## config.mk

```make
export PLATFORM = sky130hd
export DESIGN_NAME = gpio_pad_cfg
export DESIGN_NICKNAME = d
export VERILOG_FILES = /design/src/rtl/gpio_pad_cfg.sv
export SDC_FILE = /design/constraint.sdc
export NUM_CORES = 1
export LEC_CHECK = 0
export CAP_MARGIN = 15
export CORE_MARGIN = 5
export CORE_UTILIZATION = 35
export DETAILED_ROUTE_END_ITERATION = 10
export PLACE_DENSITY_LB_ADDON = 0.05
export SYNTH_ARGS = -nofsm -noshare
export SYNTH_HDL_FRONTEND = slang
export SYNTH_SLANG_ARGS = --single-unit
```

## constraint.sdc

```tcl
create_clock -name clock -period 2.4 [get_ports clock]
set_input_delay 0.48 -clock clock [delete_from_list [all_inputs] [get_ports clock]]
set_output_delay 0.48 -clock clock [all_outputs]
set_load 0.005 [all_outputs]
```

## src/rtl/gpio_pad_cfg.sv

```systemverilog
// Per-pad configuration holder and data steering for one user-project GPIO pad.
// A 13-bit serial shift chain feeds an active config word that drives the pad controls.
module gpio_pad_cfg #(
    parameter int                  CFG_BITS    = 13,
    parameter logic [CFG_BITS-1:0] CFG_DEFAULT = 13'h1803
) (
    input  logic       clock,
    input  logic       resetb,
    input  logic       serial_data_in,
    input  logic       serial_shift_en,
    input  logic       serial_load,
    output logic       serial_data_out,
    input  logic       mgmt_gpio_out,
    input  logic       mgmt_gpio_oeb,
    output logic       mgmt_gpio_in,
    input  logic       user_gpio_out,
    input  logic       user_gpio_oeb,
    output logic       user_gpio_in,
    input  logic       pad_gpio_in,
    output logic       pad_gpio_out,
    output logic       pad_gpio_outenb,
    output logic       pad_gpio_inenb,
    output logic       pad_gpio_ib_mode_sel,
    output logic       pad_gpio_vtrip_sel,
    output logic       pad_gpio_slow_sel,
    output logic       pad_gpio_holdover,
    output logic       pad_gpio_ana_en,
    output logic       pad_gpio_ana_sel,
    output logic       pad_gpio_ana_pol,
    output logic [2:0] pad_gpio_dm
);

    localparam int MGMT_ENA_BIT  = 0;
    localparam int OUTENB_BIT    = 1;
    localparam int HOLDOVER_BIT  = 2;
    localparam int INP_DIS_BIT   = 3;
    localparam int IB_MODE_BIT   = 4;
    localparam int ANA_EN_BIT    = 5;
    localparam int ANA_SEL_BIT   = 6;
    localparam int ANA_POL_BIT   = 7;
    localparam int SLOW_SEL_BIT  = 8;
    localparam int VTRIP_SEL_BIT = 9;
    localparam int DM_LSB        = 10;

    logic [CFG_BITS-1:0] shreg_q, shreg_d;
    logic [CFG_BITS-1:0] cfg_q, cfg_d;
    logic                mgmt_ena;
    logic                inp_dis;

    // Load captures the pre-shift register, so a same-cycle shift cannot leak into cfg.
    always_comb begin
        shreg_d = shreg_q;
        cfg_d   = cfg_q;
        if (serial_load) begin
            cfg_d = shreg_q;
        end
        if (serial_shift_en) begin
            shreg_d = {shreg_q[CFG_BITS-2:0], serial_data_in};
        end
    end

    always_ff @(posedge clock) begin
        if (!resetb) begin
            shreg_q <= '0;
            cfg_q   <= CFG_DEFAULT;
        end else begin
            shreg_q <= shreg_d;
            cfg_q   <= cfg_d;
        end
    end

    assign serial_data_out = shreg_q[CFG_BITS-1];

    assign mgmt_ena = cfg_q[MGMT_ENA_BIT];
    assign inp_dis  = cfg_q[INP_DIS_BIT];

    assign pad_gpio_inenb       = inp_dis;
    assign pad_gpio_ib_mode_sel = cfg_q[IB_MODE_BIT];
    assign pad_gpio_vtrip_sel   = cfg_q[VTRIP_SEL_BIT];
    assign pad_gpio_slow_sel    = cfg_q[SLOW_SEL_BIT];
    assign pad_gpio_holdover    = cfg_q[HOLDOVER_BIT];
    assign pad_gpio_ana_en      = cfg_q[ANA_EN_BIT];
    assign pad_gpio_ana_sel     = cfg_q[ANA_SEL_BIT];
    assign pad_gpio_ana_pol     = cfg_q[ANA_POL_BIT];
    assign pad_gpio_dm          = cfg_q[DM_LSB +: 3];

    // The config outenb bit can only force the pad off while management owns it.
    assign pad_gpio_out    = mgmt_ena ? mgmt_gpio_out : user_gpio_out;
    assign pad_gpio_outenb = mgmt_ena ? (cfg_q[OUTENB_BIT] | mgmt_gpio_oeb) : user_gpio_oeb;

    assign mgmt_gpio_in = pad_gpio_in & mgmt_ena & ~inp_dis;
    assign user_gpio_in = pad_gpio_in & ~mgmt_ena & ~inp_dis;

endmodule
```

# Word-level counts from Yosys, hierarchy flattened
# Cells that the tools add are included.
# Widths: inputs -> output; s select.
# word_totals
regBits,26
input_bits,10
word_cells,11
# classes
mux,2
n_bitwise,7
# ops
operator,count
$and 1x1->1,4
$mux 1,2
$not 1->1,2
$or 1x1->1,1

# Depth between registers and ports, before layout
# Gate-level depths: netlist of run 1.
# logic_depth
ltp_word,3
ltp_mapped,4
ltp_nobuf,2

# Worst setup path after synthesis of run 1
# No wires, ideal clock.
# synth_timing
kind,in2out
start,input port mgmt_gpio_out
end,output port pad_gpio_out
arrival_ns,0.774
required_time_ns,1.920
path_slack_ns,1.146
stages,1
cell_sequence,mux2_1
# synth_via
elab_chain_cells,1
# synth_rtl
item,line,rtl
"start, declared",13,"input logic mgmt_gpio_out,"
$mux 1,88,assign pad_gpio_out = mgmt_ena ? mgmt_gpio_out : user_gpio_out;
"end, declared",20,"output logic pad_gpio_out,"
# Every way passes these cells.

# Worst setup path after layout of run 1
# layout_timing
start,input port pad_gpio_in
end,output port user_gpio_in
# layout_via
elab_chain_cells,2
# layout_rtl
item,line,rtl
"start, declared",19,"input logic pad_gpio_in,"
$and 1x1->1 (2 in a row),92,assign user_gpio_in = pad_gpio_in & ~mgmt_ena & ~inp_dis;
"end, declared",18,"output logic user_gpio_in,"
# Every way passes these cells.

==> metrics.md, run 1 <==
| Metric | Value |
|---|---|
| Crit path DAT | 1.64 ns |
| Initial antenna violation count | 0 |
| Die span in x | 65.3 um |
| Number of setup violations in the final report | 0 |
| R2R Path Start | cfg_q[0] |
| Multi-input logic area | 453 sq um |
| Fin Setup TNS | 0 ns |
| Reg2reg path depth | 2 |
| Nets | 126 |
| Leakage | 0.522 nW |
| Fill cells | 293 |
| First-pass iteration count of the detailed router | 2 |
| Status | finished, final reports clean |
| Max_cap viols | 0 |
| Hold WC Path Type | register to register |
| Fin crit period | 2.12 ns |
| Clk buf depth | 2 |
| Core area | 2980 sq um |
| Hold depth | 2 |
| Pwr Density | 534 nW/um^2 |
| Crit Path Max Fanout | 2 |
| Worst Setup End Kind | output pin |
| Reg2reg setup slack | 1.69 ns |
| Cell area after synthesis | 1070 sq um |
| Root buffer cell | clkbuf_4 |
| TritonCTS sink count | 26 |
| CTS buffer count | 3 |
| Slowest stage cell, crit path | clkdlybuf4s50_1 |
| Final core utilization | 43.7% |
| Die ar. | 4260 sq um |
| Worst-case clock skew | 0.00284 ns |
| Synth warn | 0 |
| Final period util | 88.3% |
| DR iter-0 viols | 28 |
| Placed instance area | 1280 sq um |
| Hold_buf cts | 0 |
| Row count | 20 |
| Final WL | 1.73 mm |
| Largest family of logic cells by synthesized area | multiplexers |
| # DRC | 0 |
| Starting Density | 35.9% |
| RR Endpoint | cfg_q[0] |
| Pins Over Slew Limit | 0 |
| Largest net degree at the start of global routing | 27 |
| Peak VDD IR | 0.228 mV |
| RSZ-0062 raised after global routing | no |
| Vias in the first global route | 666 |
| Number of buffers added on ports | 25 |
| Die Height | 65.3 um |
| Layout area overhead | 21.9% |
| Measured slew at the worst slew-check pin | 0.721 ns |
| Sequential cell area | 520 sq um |
| WP buf/inv | 2 |
| Worst Path Required | 1.92 ns |
| Syn Area/Cell | 11.5 sq um |
| CP Cell Sequence | clkdlybuf4s50_1 > nor3b_1 > clkdlybuf4s50_1 |
| Slowest stage delay, CP | 0.52 ns |
| HPWL after detailed placement | 1.14 mm |
| Final non-filler cell total | 147 |
| Resized Gates After CTS | 0 |
| Slew margin rel. | 51.8% |
| Vias | 662 |
| CTS tree | done |
| Final WS setup | 0.281 ns |
| CP startpoint kind | primary input |
| Clock latency at the later pin of the worst-skew pair | 0.31 ns |
| Post-synthesis sequential area ratio | 48.7% |
| Setup Fix Bufs, Post-CTS | 0 |
| Syn Nets | 103 |
| Synthesized flop and latch total | 26 |
| Via density | 4.50 |
| Routed Antenna Nets | 0 |
| N_diodes | 0 |
| Hold Crit Start | cfg_q[12] |
| Simple-gate area share of the yosys netlist | 16.5% |
| Post-Synth XOR/XNOR Area | 0% |
| GP Congestion | 0.644 |
| Post-Layout Inst Area | 1300 sq um |
| Total GRT Usage | 9.06% |
| First-pass GRT wire length | 2.94 mm |
| IO Pins | 26 |
| Cell Count Post-Placement | 144 |
| Min Hold Slack | 0.488 ns |
| Clock transition at path regs | 0.13 ns |
| H-tree depth | 1 |
| Compound-Gate Fraction of Synth Area | 0.468% |
| Routed length per instance | 11.7 um |
| Gate Count Post-Synth | 93 |
| WS Path Type | primary input to output pin |
| Post-synthesis mux area share | 25.4% |
| Share of layout cells above drive strength 1 | 4.39% |
| Pre-CTS setup slack | 0.272 ns |
| Worst hold endpoint | cfg_q[12] |
| Most used cell, CP | clkdlybuf4s50_1 |
| Netlist cell types | 13 |
| Synth Area in Adders | 0% |
| WP depth | 3 |
| Fmax | 0.472 GHz |
| Grt ovf | 0 |
| Power consumption | 0.696 mW |
| Crit path max-delay family | buffers and inverters |
| Final hold violation count | 0 |
==> worst max path at each step <==
stage                        startpoint            to  slack [ns]
final                       pad_gpio_in  user_gpio_in        0.28
after global placement      pad_gpio_in  user_gpio_in        0.28
after floorplan           mgmt_gpio_out  pad_gpio_out        1.15
after CTS                   pad_gpio_in  user_gpio_in        0.27
after global routing        pad_gpio_in  user_gpio_in        0.22
after detailed placement    pad_gpio_in  user_gpio_in        0.27
==> sequential cells by signal, indices dropped and copies added, names as in the netlist <==
signal and count:
shreg_q 13, cfg_q 13
==> cell families (layout without fill, tap and decap cells) <==
logic type | count (synthesis) | in the layout
AND/OR/NAND/NOR | 30 | 30
multiplexers | 27 | 27
flip-flops | 26 | 26
buffers and inverters | 9 | 30
AO/OA/AOI/OAI | 1 | 1
==> layer usage <==
layer  GRT usage (%)  vias up  wire length [um]
met2            12.3       16               689
met1            11.9      296               902
met4            6.22        0                34
li1                -      346                 -
met5               0        -                 0
met3            3.08        4                98
==> report_power, final <==
part	switching, mW	total [mW]	internal [mW]
Sequential	0.00550	0.444	0.439
Clock	0.118	0.177	0.0587
Combinational	0.0265	0.0745	0.0480
==> final cells by class <==
type | count | area share, %
tap | 33 | 3.17
timing repair buffer | 27 | 20.4
multi-input combinational | 58 | 34.8
sequential | 26 | 40.0
clock buffer | 3 | 1.73
==> cell usage in the layout, fill, tap and decap left out <==
master           instances
and3b_1                  1
mux2_1                   1
nor2_1                   2
dfxtp_1                 26
mux2i_1                 26
nor2b_1                 22
buf_4                    2
clkdlybuf4s50_1         25
nor3b_1                  1
nand2_1                  4
a21oi_1                  1
clkbuf_4                 3
==> cells in the mapped netlist <==
cell     count  area (sq um)
nand2_1      4          15.0
mux2i_1     26           260
nor2_1       2          7.51
and3b_1      1          8.76
buf_2        2          10.0
nor3b_1      1          7.51
mux2_1       1          11.3
dfxtp_1     26           521
buf_4        3          22.5
buf_6        2          22.5
nor2b_1     22           138
a21oi_1      1          5.00
buf_12       2          40.0
==> worst reg2reg max path, cell delays in order, from the launching register on <==
cell and delay, ns:
dfxtp_1 0.38, mux2i_1 0.14, nand2_1 0.06
Power figures use the tool's default switching activity.
==> run 2, diff against run 1 <==
--- a/config.mk
+++ b/config.mk
@@ -8,6 +8,7 @@
 export CAP_MARGIN = 15
 export CORE_MARGIN = 5
 export CORE_UTILIZATION = 35
+export CTS_BUF_LIST = sky130_fd_sc_hd__clkbuf_2 sky130_fd_sc_hd__clkbuf_4 sky130_fd_sc_hd__clkbuf_8
 export DETAILED_ROUTE_END_ITERATION = 10
 export PLACE_DENSITY_LB_ADDON = 0.05
 export SYNTH_ARGS = -nofsm -noshare
==> results of run 2 <==
No change in the layout: final DEF, timing and power equal those of run 1.
==> run 3, diff against run 2 <==
--- a/config.mk
+++ b/config.mk
@@ -5,7 +5,6 @@
 export SDC_FILE = /design/constraint.sdc
 export NUM_CORES = 1
 export LEC_CHECK = 0
-export CAP_MARGIN = 15
 export CORE_MARGIN = 5
 export CORE_UTILIZATION = 35
 export CTS_BUF_LIST = sky130_fd_sc_hd__clkbuf_2 sky130_fd_sc_hd__clkbuf_4 sky130_fd_sc_hd__clkbuf_8
==> results of run 3 <==
No change in the layout: final DEF, timing and power equal those of run 1.
